[src/rtl/if_fetch_unit.sv]
// Instruction fetch stage: direct-mapped one-word-per-line I-cache lookup on pc_in,
// miss fill through the memory controller, and delivery of instr/pc to the queue.
module if_fetch_unit #(
  parameter int ICACHE_LINES = 16,
  parameter int ADDR_WIDTH   = 32
) (
  input  logic                  clk_in,
  input  logic                  rst_n_in,
  input  logic                  rdy_in,
  input  logic                  pc_to_if_en_in,
  input  logic [ADDR_WIDTH-1:0] pc_in,
  input  logic                  flush_in,
  input  logic                  iq_full_in,
  output logic                  if_to_pc_en_out,
  output logic                  instr_valid_out,
  output logic [ADDR_WIDTH-1:0] instr_out,
  output logic [ADDR_WIDTH-1:0] instr_pc_out,
  output logic                  if_to_mc_req_out,
  output logic [ADDR_WIDTH-1:0] if_to_mc_addr_out,
  input  logic                  mc_to_if_done_in,
  input  logic [ADDR_WIDTH-1:0] mc_to_if_data_in,
  output logic [1:0]            state_dbg
);

  localparam int IDX   = $clog2(ICACHE_LINES);
  localparam int TAG_W = ADDR_WIDTH - IDX - 2;

  typedef enum logic [1:0] {
    IDLE  = 2'd0,
    STALL = 2'd1,
    MISS  = 2'd2
  } state_t;

  state_t                  state, state_nxt;
  logic                    deliver, deliver_nxt;
  logic [ADDR_WIDTH-1:0]   instr, instr_nxt;
  logic [ADDR_WIDTH-1:0]   instr_pc, instr_pc_nxt;
  logic                    req, req_nxt;
  logic [ADDR_WIDTH-1:0]   fetch_pc, fetch_pc_nxt;
  logic                    fill_we;

  logic [ICACHE_LINES-1:0] line_valid;
  logic [TAG_W-1:0]        line_tag  [ICACHE_LINES];
  logic [ADDR_WIDTH-1:0]   line_data [ICACHE_LINES];

  logic [IDX-1:0]          look_idx, fill_idx;
  logic [TAG_W-1:0]        look_tag;
  logic                    hit, issue;
  logic                    unused_pc_bits;

  assign look_idx       = pc_in[IDX+1:2];
  assign look_tag       = pc_in[ADDR_WIDTH-1:IDX+2];
  assign fill_idx       = fetch_pc[IDX+1:2];
  assign hit            = line_valid[look_idx] && (line_tag[look_idx] == look_tag);
  assign issue          = pc_to_if_en_in && !iq_full_in && !flush_in;
  assign unused_pc_bits = ^pc_in[1:0];

  // Handshake: instr_valid_out/if_to_pc_en_out form one single-cycle pulse, raised only
  // for a lookup made while iq_full_in was low; consumers qualify it with rdy_in.
  assign instr_valid_out   = deliver;
  assign if_to_pc_en_out   = deliver;
  assign instr_out         = instr;
  assign instr_pc_out      = instr_pc;
  assign if_to_mc_req_out  = req;
  assign if_to_mc_addr_out = fetch_pc;
  assign state_dbg         = state;

  always_comb begin
    state_nxt    = state;
    deliver_nxt  = 1'b0;
    instr_nxt    = instr;
    instr_pc_nxt = instr_pc;
    req_nxt      = req;
    fetch_pc_nxt = fetch_pc;
    fill_we      = 1'b0;
    case (state)
      IDLE: begin
        if (issue) begin
          if (hit) begin
            deliver_nxt  = 1'b1;
            instr_nxt    = line_data[look_idx];
            instr_pc_nxt = pc_in;
            state_nxt    = STALL;
          end else begin
            fetch_pc_nxt = pc_in;
            req_nxt      = 1'b1;
            state_nxt    = MISS;
          end
        end
      end
      // pc_in is stale here while the PC applies the advance.
      STALL: state_nxt = IDLE;
      // A redirect cannot abort the memory read; the fill is still correct for fetch_pc.
      MISS: begin
        if (mc_to_if_done_in) begin
          fill_we   = 1'b1;
          req_nxt   = 1'b0;
          state_nxt = IDLE;
        end
      end
      default: state_nxt = IDLE;
    endcase
  end

  always_ff @(posedge clk_in or negedge rst_n_in) begin
    if (!rst_n_in) begin
      state    <= IDLE;
      deliver  <= 1'b0;
      instr    <= '0;
      instr_pc <= '0;
      req      <= 1'b0;
      fetch_pc <= '0;
    end else if (rdy_in) begin
      state    <= state_nxt;
      deliver  <= deliver_nxt;
      instr    <= instr_nxt;
      instr_pc <= instr_pc_nxt;
      req      <= req_nxt;
      fetch_pc <= fetch_pc_nxt;
    end
  end

  always_ff @(posedge clk_in or negedge rst_n_in) begin
    if (!rst_n_in) begin
      line_valid <= '0;
    end else if (rdy_in && fill_we) begin
      line_valid[fill_idx] <= 1'b1;
    end
  end

  always_ff @(posedge clk_in) begin
    if (rdy_in && fill_we) begin
      line_tag[fill_idx]  <= fetch_pc[ADDR_WIDTH-1:IDX+2];
      line_data[fill_idx] <= mc_to_if_data_in;
    end
  end

endmodule

[config.mk]
export PLATFORM = sky130hd
export DESIGN_NAME = if_fetch_unit
export DESIGN_NICKNAME = d
export VERILOG_FILES = /design/src/rtl/if_fetch_unit.sv
export SDC_FILE = /design/constraint.sdc
export NUM_CORES = 1
export LEC_CHECK = 0
export BUFFER_PORTS_ARGS = -buffer_cell sky130_fd_sc_hd__buf_2
export CAP_MARGIN = 25
export CORE_MARGIN = 8
export CORE_UTILIZATION = 53
export DETAILED_ROUTE_END_ITERATION = 6
export GPL_TIMING_DRIVEN = 1
export PLACE_DENSITY = 0.7
export RECOVER_POWER = 50
export SLEW_MARGIN = 15
export SYNTH_ARGS = -nofsm -noshare
export SYNTH_HDL_FRONTEND = slang
export SYNTH_SLANG_ARGS = --single-unit
[constraint.sdc]
create_clock -name clk_in -period 5.4 [get_ports clk_in]
set_input_delay 1.62 -clock clk_in [delete_from_list [all_inputs] [get_ports clk_in]]
set_output_delay 1.62 -clock clk_in [all_outputs]
set_load 0.01 [all_outputs]
# Yosys cells after proc, flatten, opt, wreduce, memory -nomap -nowiden

Memories as Yosys holds them, arrays and structs flattened. A register that Yosys moved wholly into a read port is not among the register bits.
Cells that the tools add are included.

Logic and storage cells: 51
Bits in registers: 84
Memory bits (writable): 928
Output and inout bits: 101
Bits of input ports: 71
Memories kept: 2

Memories:

| memory    | depth | width | rd ports | clocked after Yosys merged registers in | wr ports | RTL line | source |
|---|---|---|---|---|---|---|---|
| line_data | 16    | 32    | 1        | 1                                       | 1        | 44       | `logic [ADDR_WIDTH-1:0] line_data [ICACHE_LINES];` |
| line_tag  | 16    | 26    | 1        | 0                                       | 1        | 43       | `logic [TAG_W-1:0] line_tag [ICACHE_LINES];` |

Bitwise gates (word level): 2
Order comparisons: 3
Mux-type cells: 19
Equal/unequal tests: 5
Reduce and logical (&&, ||, !) cells: 14

Operator list:

| cell                                                              | number |
|---|---|
| == test 26 bit                                                    | 1 |
| OR 16 bit                                                         | 1 |
| 2-to-1 mux 1 bit                                                  | 12 |
| less-than comparator 4 x 5 -> 1 bit, second input constant        | 2 |
| AND reduction 4 bit                                               | 2 |
| 2-to-1 mux 2 bit                                                  | 3 |
| inequality test 2 bit, second input constant                      | 3 |
| logical AND 1 bit                                                 | 5 |
| AND reduction 5 bit                                               | 1 |
| binary-select mux 1 bit (select 4 bit)                            | 1 |
| demux 1 bit (select 4 bit)                                        | 1 |
| greater-or-equal comparator 4 x 1 -> 1 bit, second input constant | 1 |
| case mux 2 bit (2 select lines)                                   | 1 |
| logical NOT 1 bit                                                 | 3 |
| AND reduction 3 bit                                               | 1 |
| == test 2 bit, second input constant                              | 1 |
| logical NOT 2 bit                                                 | 1 |
| case mux 1 bit (2 select lines)                                   | 1 |
| nonzero test 2 bit                                                | 1 |
| NOT 1 bit                                                         | 1 |

# Longest topological paths before layout

Gate-level depths: netlist of the first run.

Depth after elaboration: 6
Depth in mapped cells: 17
Gate-level depth less buffers: 9

# Worst setup path after synthesis of the first run

OpenSTA, ideal clock, no wires.

Path type: input to register
Start: input rdy_in
End: register line_valid[0]
Stages on the path: 5
Arrival time: 6.736 ns
Data required time: 5.311 ns
Path buffers: 0
Setup time: 0.089 ns
Setup slack: -1.425 ns
Cell sequence: nor2b_1 > nand3_1 > or3_1 > nor3_1 > or2_2

Longest elaborated chain between the ends: 1

Ends and longest elaborated chain:

| item                            | RTL line | source |
|---|---|---|
| from (decl)                     | 9        | `input logic rdy_in,` |
| logical AND 1 bit               | 126      | `end else if (rdy_in && fill_we) begin` |
| to (signal assigned)            | 125      | `line_valid <= '0;` |
| to (signal, indexed assignment) | 127      | `line_valid[fill_idx] <= 1'b1;` |
| to (decl)                       | 42       | `logic [ICACHE_LINES-1:0] line_valid;` |

No other way between the ends.
A chain may end at the register's enable or synchronous reset.

# Final worst setup path of the first run

Start: input pc_in[3]
End: register fetch_pc[3], in the netlist if_to_mc_addr_out[3]

Longest elaborated chain between the ends: 5
Elaborated cells on any way between the ends: 7
Classes of those cells: eq/ne (1); mux (2); bitwise (1); reduce/logical (2); memory (1)

Ends and longest elaborated chain:

| item                                                                           | RTL line | source |
|---|---|---|
| from (decl)                                                                    | 11       | `input logic [ADDR_WIDTH-1:0] pc_in,` |
| memory (16 x 26 bit) or binary-select mux 1 bit (select 4 bit) (tied branches) | -        |  |
| == test 26 bit or 2-to-1 mux 1 bit (tied branches)                             | 54       | `assign hit = line_valid[look_idx] && (line_tag[look_idx] == look_tag);` |
| logical AND 1 bit                                                              | 54       |  |
| NOT 1 bit (no source line)                                                     | -        |  |
| AND reduction 4 bit (no source line)                                           | -        |  |
| to (signal assigned)                                                           | 119      | `fetch_pc <= fetch_pc_nxt;` |
| to (decl)                                                                      | 39       | `logic [ADDR_WIDTH-1:0] fetch_pc, fetch_pc_nxt;` |

Several ways; a longest one is shown, not always the timed one. The select of a mux whose other input is x is not followed.

==> qor.yml, run 1 <==
outcome: "finished, violations left"
violations: "capacitance limit, slew limit"
cts_made_buffers: 105
start_kind: "primary input"
r2r_cells: 11
synthTopCellsByArea: "edfxtp_1, mux4_2, dfrtp_1"
r2r_slack_ps: 1710
total_power_uw: 17450
io_pins: 172
vias: 18910
drc: 0
ys_seq_area_share_pct: 76.59
clock_sinks: 1044
hp-start: "line_valid[10]"
synth_warnings: 0
synth_area_mm2: 0.04017
avgSynthCellArea_um2: 22.66
leakage_uw: 0.01585
multiInputGateArea_mm2: 0.009047
vias_per_cell: 6.068
async_reset_ff_share_pct: 11.11
whs_path_depth: 1
period_needed_ps: 4782
critPathCaptureType: "flop"
rows: 101
syn_to_final_growth_pct: 14.75
wl_per_cell_um: 28.65
clock_skew_ps: 34.91
dp_hpwl_um: 48210
min_path_type: "reg2reg"
syn-num-nets: 1844
ys_ff_latch: 1044
setup_viol: 0
yosys.area.top_type_share_pct: 69.36
slew_viol_final: 161
io_buffers: 171
synth.most_common_cell: "edfxtp_1"
ys.flop_type: "edfxtp_1"
timing.fmax_mhz: 209.1
fin_area_mm2: 0.04610
placed_area_mm2: 0.04281
synthTopCellsByCount: "edfxtp_1, mux4_2, dfrtp_1"
hold_buffers: 0
post_cts_buffers: 0
dr.pass1.iters: 5
grt_pass1_vias: 19860
die_h_um: 291.3
netlist_instances: 1773
fp.dieW_um: 291.3
grt_max_degree: 78
crit_type: "in2reg"
rsz0062_at_grt: "no"
r2r-start: "line_tag[8][24]"
clockBufferDepth: 3
path_common_cell: "buf_4"
clkSlewWorstSetupHoldPaths_ps: 60
cap_violations: 5
ir_drop_v: 0.0002146
antenna_found_initial: 8
drt-initial-drc-count: 1755
drtAntennaViolNets: 0
grt.total_usage_pct: 20.94
core_area_mm2: 0.07544
grt_overflow: 0
wl_um: 89300
initial_core_util_pct: 53.25
clockRootBuffer: "clkbuf_16"
synth.largest_area_cell: "edfxtp_1"
grt_pass1_wl_um: 131800
fill_cells: 5104
drive_above_1_share_pct: 34.60
max_stage_delay_ps: 550
final_nets: 2117
ys_types: 54
worstPathMaxFanout: 28
hold_viol_final: 0
die_area_mm2: 0.08487
slew_headroom_pct: -57.90
regArea_mm2: 0.03077
worstReg2RegEnd: "if_to_mc_addr_out[3]"
critPathTopFamily: "buffers and inverters"
critPathRequiredTime_ps: 5940
ctsHtreeMaxLevel: 3
tritoncts: "built"
critical_path.slowest_cell: "mux4_2"
synth_edf_count: 928
holdPathEnd: "line_valid[10]"
fin_crit_sh_pct: 88.55
clk_latency_ps: 670
place.gp.congestion: 0.7665
post_cts_resized: 0
critPathBufInv: 5
arrival_ps: 5320
worst_pin_slew_ps: 2368
pwr_density_cell_mw_per_mm2: 378.5
path_cells: "buf_6, buf_4, mux4_2, nand2b_1, nand2_1, xor2_1, mux2i_1, nor4b_1, buf_4, nand4_1, buf_4, o21bai_4, buf_12, mux2_2"
-- worst max path at each step --
stage               cells after the start               endpoint  slack (ps)      from
global route                           13           instr_out[9]         470  pc_in[3]
floorplan                               4        line_data[1][0]         160    rdy_in
detailed placement                     14   if_to_mc_addr_out[0]        -150  pc_in[3]
finish                                 14   if_to_mc_addr_out[3]         620  pc_in[3]
global placement                       13           instr_out[7]        -110  pc_in[3]
CTS                                    14  if_to_mc_addr_out[31]         510  pc_in[3]
-- report_power, final --
part	internal [uW]	leakage, uW	switching (uW)	total, uW
Combinational	429	0.00429	498	927
Sequential	9160	0.00991	304	9460
Clock	4090	0.00165	2970	7060
Total	13700	0.0158	3770	17500
-- metrics by stage --
step / util, % / worst slack, ps / hold slack, ps / cells / setup TNS, ps
floorplan: - / 158.8 / 433.7 / 1773 / 0
detailed placement: 56.75 / -152.4 / 447.6 / 2917 / -10140
global placement: 56.75 / -105.8 / 445.8 / 2917 / -7160
finish: 61.11 / 618.4 / 459.3 / 3117 / 0
global route: 61.10 / 470.4 / 477.7 / 3114 / 0
CTS: 61.24 / 513.0 / 461.4 / 3114 / 0
-- sequential cells by signal (all words and copies together), names as in the netlist --
name,cells
line_data,512
line_tag,416
if_to_mc_addr_out,32
instr_out,32
instr_pc_out,32
line_valid,16
state_dbg,2
if_to_mc_req_out,1
if_to_pc_en_out,1
-- placed cells by master (no fill, tap or decap), drive strengths merged, types with 2 or more instances in the layout --
master    count
nor4b         2
mux4        236
mux2        124
o221ai        5
nor2         23
inv           7
a211oi        3
a211o         2
o22ai         8
a41oi         2
bufinv        8
a21oi         3
or3           3
xnor2        33
clkinvlp      2
nand2b        8
edfxtp      928
nand2        26
nor3          5
clkinv       37
nand4         2
o211ai        2
clkbuf      196
or2          16
mux2i        63
o21ai         9
xor2         17
diode         3
and2b         2
dfrtp       116
nand3         5
nor2b         8
buf         201
a221oi        9
a22oi         8
-- cell type report --
type                    count  share of cell area [%]
diodes                      3                 0.01628
clock buffers             145                   6.177
clock inverters            52                   1.183
inverters                   2                 0.01628
multi-input cells         641                   19.62
flip-flops and latches   1044                   66.74
well taps                 978                   2.654
repair buffers            252                   3.585
-- layer usage --
metal  wire (um)  global-route usage (%)  vias to the layer above
li1            -                       -                     7935
met1       36360                   28.64                    10140
met2       44840                   34.84                      693
met3        6020                   3.702                      131
met4        2008                   5.855                       10
met5          63                       0                        -
-- worst register-to-register path, cell delays in order (launching register included) --
cell and delay [ps]:
edfxtp_1 390, mux4_2 480, mux4_2 510, xnor2_1 190, o211ai_1 150, nor4b_1 480
buf_4 200, nand4_1 160, buf_4 210, o21bai_4 170, buf_12 230, mux2_2 400
-- kinds of logic (layout without fill, tap and decap cells) --
logic type / count (synthesis) / count (layout) / share of synthesized area [%]
AO/OA/AOI/OAI: 61 / 61 / 1.134
XOR/XNOR: 50 / 50 / 1.090
buffers and inverters: 88 / 451 / 1.180
flip-flops: 1044 / 1044 / 76.59
multiplexers: 423 / 423 / 18.63
other: 0 / 3 / 0
AND/OR/NAND/NOR: 107 / 107 / 1.377
No activity file was read; power rests on OpenSTA's default activity.
==> run 2: changes to the inputs <==
- CTS_BUF_LIST: default -> sky130_fd_sc_hd__clkbuf_8 sky130_fd_sc_hd__clkbuf_16
==> qor.yml, run 2 (synthesized netlist as in run 1, its figures left out) <==
fin_setup_tns_ps: 0  # unchanged
holdPathEnd: "line_valid[10]"
final_util_pct: 61.11  # unchanged
fin_crit_sh_pct: 88.87  # +0.32 points
clockRootBuffer: "clkbuf_16"
dp_hpwl_um: 48210  # unchanged
grt_max_degree: 78  # unchanged
grt_pass1_wl_um: 131800  # about the same
io_pins: 172  # unchanged
dr.pass1.iters: 5  # unchanged
slew_viol_final: 161  # unchanged
place.gp.congestion: 0.7665  # unchanged
final_cell_mix: "edfxtp_1, mux4_2, buf_2"
cap_violations: 5  # unchanged
wl_um: 89300  # about the same
top_register: "line_data"
worstReg2RegEnd: "if_to_mc_addr_out[3]"
seq_power_share_pct: 54.4  # +0.2 points
drive_above_1_share_pct: 34.60  # unchanged
path_cells: "buf_6, buf_4, mux4_2, nand2b_1, nand2_1, xor2_1, mux2i_1, nor4b_1, buf_4, nand4_1, buf_4, o21bai_4, buf_12, mux2_2"
regArea_mm2: 0.03077  # unchanged
grt_overflow: 0  # unchanged
final_nets: 2117  # unchanged
drtAntennaViolNets: 0  # unchanged
clk_latency_ps: 670  # about the same
placed_area_mm2: 0.04281  # unchanged
fin_area_mm2: 0.04610  # unchanged
violations: "capacitance limit, slew limit"
hold_buffers: 0  # unchanged
grt.total_usage_pct: 20.94  # unchanged
drc: 0  # unchanged
syn_to_final_growth_pct: 14.75  # unchanged
arrival_ps: 5330  # about the same
hold_ws_ps: 460.5  # +1.170 ps
wl_per_cell_um: 28.65  # about the same
clockBufferDepth: 3  # unchanged
core_area_mm2: 0.07544  # unchanged
critPathRequiredTime_ps: 5930  # about the same
initial_core_util_pct: 53.25  # unchanged
pwr_density_cell_mw_per_mm2: 377.2  # -0.36%
leakage_uw: 0.01598  # +0.86%
rows: 101  # unchanged
worst_pin_slew_ps: 2355  # -13.80 ps
slew_headroom_pct: -56.98  # +0.92 points
layout_commonest_cell: "edfxtp_1"
r2r-start: "line_tag[8][24]"
netSwitchingFraction_pct: 21.71  # +0.085 points
critPathCaptureType: "flop"
fp.dieW_um: 291.3  # unchanged
switchingPower_uw: 3776  # about the same
vias_per_cell: 6.070  # about the same
post_cts_resized: 0  # unchanged
critPathTopFamily: "buffers and inverters"
hold_viol_final: 0  # unchanged
critPathBufInv: 5  # unchanged
worstPathMaxFanout: 28  # unchanged
timing.fmax_mhz: 208.4  # -0.36%
max_stage_delay_ps: 550  # about the same
outcome: "finished, violations left"
ctsHtreeMaxLevel: 3  # unchanged
die_h_um: 291.3  # unchanged
whs_path_depth: 1  # unchanged
intPower_uw: 13610  # -0.46%
min_path_type: "reg2reg"
antenna_found_initial: 8  # unchanged
largestRegisters: "line_data: 512 flops, line_tag: 416 flops"
r2r_cells: 11  # unchanged
clkSlewWorstSetupHoldPaths_ps: 60  # about the same
r2r_slack_ps: 1720  # about the same
multiInputGateArea_mm2: 0.009047  # unchanged
drt-initial-drc-count: 1874  # +6.8%
period_needed_ps: 4799  # +17.33 ps
largest_reg_flops: 512  # unchanged
start_kind: "primary input"
tritoncts: "built"
critical_path.slowest_cell: "mux4_2"
post_cts_buffers: 0  # unchanged
crit_type: "in2reg"
hp-start: "line_valid[10]"
vias: 18920  # +0.042%
layout_setup_ws_ps: 601.1  # -17.33 ps
path_common_cell: "buf_4"
pre_cts_slack_ps: -152.4  # unchanged
rsz0062_at_grt: "no"
ir_drop_v: 0.0002147  # about the same
comb_power_share_pct: 5.3  # about the same
clkPwrFrac_pct: 40.2  # -0.3 points
clock_sinks: 1044  # unchanged
cts_made_buffers: 105  # unchanged
setup_viol: 0  # unchanged
fill_cells: 5104  # unchanged
clock_skew_ps: 33.04  # -1.866 ps
grt_pass1_vias: 19870  # +0.010%
io_buffers: 171  # unchanged
die_area_mm2: 0.08487  # unchanged
==> run 2: power by group through the flow <==
stage,clock (uW),sequential (uW),combinational (uW)
after floorplan,0,9540,535
after global placement,0,9590,936
after detailed placement,0,9630,950
after CTS,7130,9460,957
after global routing,7440,9490,997
final,7000,9460,929
==> run 2: routing by layer <==
metal | global-route usage [%] | routed length [um]
met1 | 28.64 | 36520
met2 | 34.84 | 44700
met3 | 3.702 | 6049
met4 | 5.855 | 1967
met5 | 0 | 63
==> run 2: worst max path at each step <==
| stage | start | end | slack [ps] | cells after the start |
|---|---|---|---|---|
| 3_5_place_dp | pc_in[3] | if_to_mc_addr_out[0] | -150 | 14 |
| 6_report | pc_in[3] | if_to_mc_addr_out[3] | 600 | 14 |
| 3_3_place_gp | pc_in[3] | instr_out[7] | -110 | 13 |
| 5_1_grt | pc_in[3] | instr_out[9] | 470 | 13 |
| 2_1_floorplan | rdy_in | line_data[1][0] | 160 | 4 |
| 4_1_cts | pc_in[3] | if_to_mc_addr_out[31] | 510 | 14 |
==> run 2: worst reg2reg max path, delay by kind of cell (launching register included) <==
kind | cells | cell delay [ps]
AO/OA/AOI/OAI | 2 | 320
XOR/XNOR | 1 | 190
buffers and inverters | 3 | 630
flip-flops | 1 | 390
multiplexers | 3 | 1400
AND/OR/NAND/NOR | 2 | 630
==> run 2: cell type report <==
cell class | instances | share of cell area (%)
Antenna cell | 3 | 0.01628
Clock buffer | 112 | 5.908
Clock inverter | 85 | 1.452
Inverter | 2 | 0.01628
Multi-Input combinational cell | 641 | 19.62
Sequential cell | 1044 | 66.74
Tap cell | 978 | 2.654
Timing Repair Buffer | 252 | 3.585
==> run 2: metrics by stage <==
stage / total power (uW) / cells
floorplan: 10070 / 1773
finish: 17390 / 3117
global placement: 10530 / 2917
global route: 17930 / 3114
CTS: 17550 / 3114
detailed placement: 10580 / 2917
==> run 3: changes to the inputs <==
--- a/config.mk
+++ b/config.mk
@@ -14,3 +14,3 @@
 export GPL_TIMING_DRIVEN = 1
-export PLACE_DENSITY = 0.7
+export PLACE_DENSITY = 0.82
 export RECOVER_POWER = 50
--- a/constraint.sdc
+++ b/constraint.sdc
@@ -3,2 +3,2 @@
 set_output_delay 1.62 -clock clk_in [all_outputs]
-set_load 0.01 [all_outputs]
+set_load 0.005 [all_outputs]
==> qor.yml, run 3 (synthesized netlist as in run 1, its figures left out) <==
grt_max_degree: 72  # -7.7%
arrival_ps: 5280  # -50 ps
largestRegisters: "line_data: 512 flops, line_tag: 416 flops"
regArea_mm2: 0.03077  # unchanged
critPathRequiredTime_ps: 5940  # about the same
io_pins: 172  # unchanged
dp_hpwl_um: 50630  # +5.0%
total_power_uw: 17920  # +3.1%
outcome: "finished, violations left"
grt_pass1_vias: 20980  # +5.6%
tritoncts: "built"
startpoint: "pc_in[4]"
period_needed_ps: 4735  # -63.63 ps
dr.pass1.iters: 7  # +2
timing.fmax_mhz: 211.2  # +1.3%
worstPathMaxFanout: 50  # +79%
fin_area_mm2: 0.04623  # +0.27%
clockRootBuffer: "clkbuf_16"
grt_overflow: 0  # unchanged
whs_path_depth: 1  # unchanged
cts_made_buffers: 102  # -2.9%
rows: 101  # unchanged
r2r_slack_ps: 1750  # +30 ps
slew_headroom_pct: -150.2  # -93 points
drc: 0  # unchanged
io_buffers: 171  # unchanged
clkSlewWorstSetupHoldPaths_ps: 60  # about the same
vias: 19840  # +4.9%
hold_buffers: 0  # unchanged
critPathCaptureType: "flop"
crit_type: "in2reg"
drive_above_1_share_pct: 35.70  # +1.1 points
min_path_type: "reg2reg"
slew_viol_final: 165  # +2.5%
pwr_density_cell_mw_per_mm2: 387.7  # +2.8%
worst_pin_slew_ps: 3754  # +1399 ps
fin_setup_tns_ps: 0  # unchanged
setup_viol: 0  # unchanged
clk_latency_ps: 670  # about the same
die_h_um: 291.3  # unchanged
multiInputGateArea_mm2: 0.009051  # about the same
largest_reg_flops: 512  # unchanged
worstReg2RegEnd: "instr_pc_out[29]"
clock_sinks: 1044  # unchanged
layout_commonest_cell: "edfxtp_1"
final_util_pct: 61.27  # +0.16 points
drt-initial-drc-count: 2429  # +30%
clock_skew_ps: 21.64  # -11.40 ps
clockBufferDepth: 3  # unchanged
ctsHtreeMaxLevel: 3  # unchanged
placed_area_mm2: 0.04272  # -0.22%
wl_per_cell_um: 31.78  # +11%
antenna_found_initial: 8  # unchanged
final_cell_mix: "edfxtp_1, mux4_2, buf_2"
cap_violations: 4  # -1
vias_per_cell: 6.390  # +5.3%
ir_drop_v: 0.0003371  # +57%
grt_pass1_wl_um: 142800  # +8.3%
start_kind: "primary input"
initial_core_util_pct: 53.25  # unchanged
drtAntennaViolNets: 0  # unchanged
fp.dieW_um: 291.3  # unchanged
post_cts_resized: 0  # unchanged
wl_um: 98690  # +11%
grt.total_usage_pct: 23.01  # +2.1 points
place.gp.congestion: 0.7807  # +1.9%
violations: "capacitance limit, slew limit"
r2r-start: "line_tag[3][13]"
final_nets: 2105  # -0.57%
rsz0062_at_grt: "no"
core_area_mm2: 0.07544  # unchanged
post_cts_buffers: 0  # unchanged
die_area_mm2: 0.08487  # unchanged
leakage_uw: 0.01606  # +0.45%
r2r_cells: 8  # -3
hold_viol_final: 0  # unchanged
syn_to_final_growth_pct: 15.06
fin_crit_sh_pct: 87.69  # -1.2 points
crit_path_end: "instr_pc_out[0]"
fill_cells: 4883  # -4.3%
top_register: "line_data"
run 3: cell count changes in the layout (fill, tap and decap cells not counted), moves of 4 or more:
| cell | before | now |
|---|---|---|
| inv_1 | 35 | 21 |
| clkbuf_1 | 50 | 37 |
| buf_2 | 122 | 132 |
| bufinv_16 | 8 | 17 |
| clkbuf_8 | 7 | 13 |
| clkinv_1 | 18 | 12 |
| buf_4 | 57 | 53 |
| clkinv_2 | 15 | 19 |
run 3: final cells by class:
class,count,area share [%]
sequential,1044,66.56
timing repair buffer,243,3.402
tap,978,2.647
antenna,4,0.02165
clock inverter,78,1.860
inverter,2,0.01624
multi-input combinational,641,19.58
clock buffer,115,5.909
run 3: worst max-delay path, stage by stage:
cell and delay, ps:
buf_8 320, buf_4 240, buf_4 430, buf_4 490
mux4_2 380, mux4_2 530, nand4_1 170, or3_4 170
buf_12 370, mux2_2 400
run 3: where the power goes:
group	leakage [uW]	internal, uW	switching (uW)
Sequential	0.00991	9160	318
Clock	0.00185	4460	3060
Combinational	0.00430	427	498
run 3: metrics by stage:
stage / hold WS [ps] / instances / setup slack, ps
final: 479.3 / 3105 / 664.7
after global routing: 492.7 / 3103 / 321.4
after CTS: 477.7 / 3101 / 734.9
after detailed placement: 451.3 / 2908 / 82.90
after global placement: 446.4 / 2908 / 120.2
after floorplan: 433.7 / 1773 / 161.5
run 3: worst min-delay path by stage:
stage	startpoint	endpoint	slack [ps]
floorplan	line_valid[12]	line_valid[12]	430
global placement	line_valid[0]	line_valid[0]	450
detailed placement	line_valid[8]	line_valid[8]	450
CTS	line_valid[9]	line_valid[9]	480
global route	line_valid[7]	line_valid[7]	490
finish	line_valid[5]	line_valid[5]	480
run 3: routing by layer:
metal / GRT usage, % / wire [um]
met1: 28.88 / 35260
met2: 39.18 / 50320
met3: 5.233 / 9449
met4: 8.601 / 3622
met5: 0 / 39
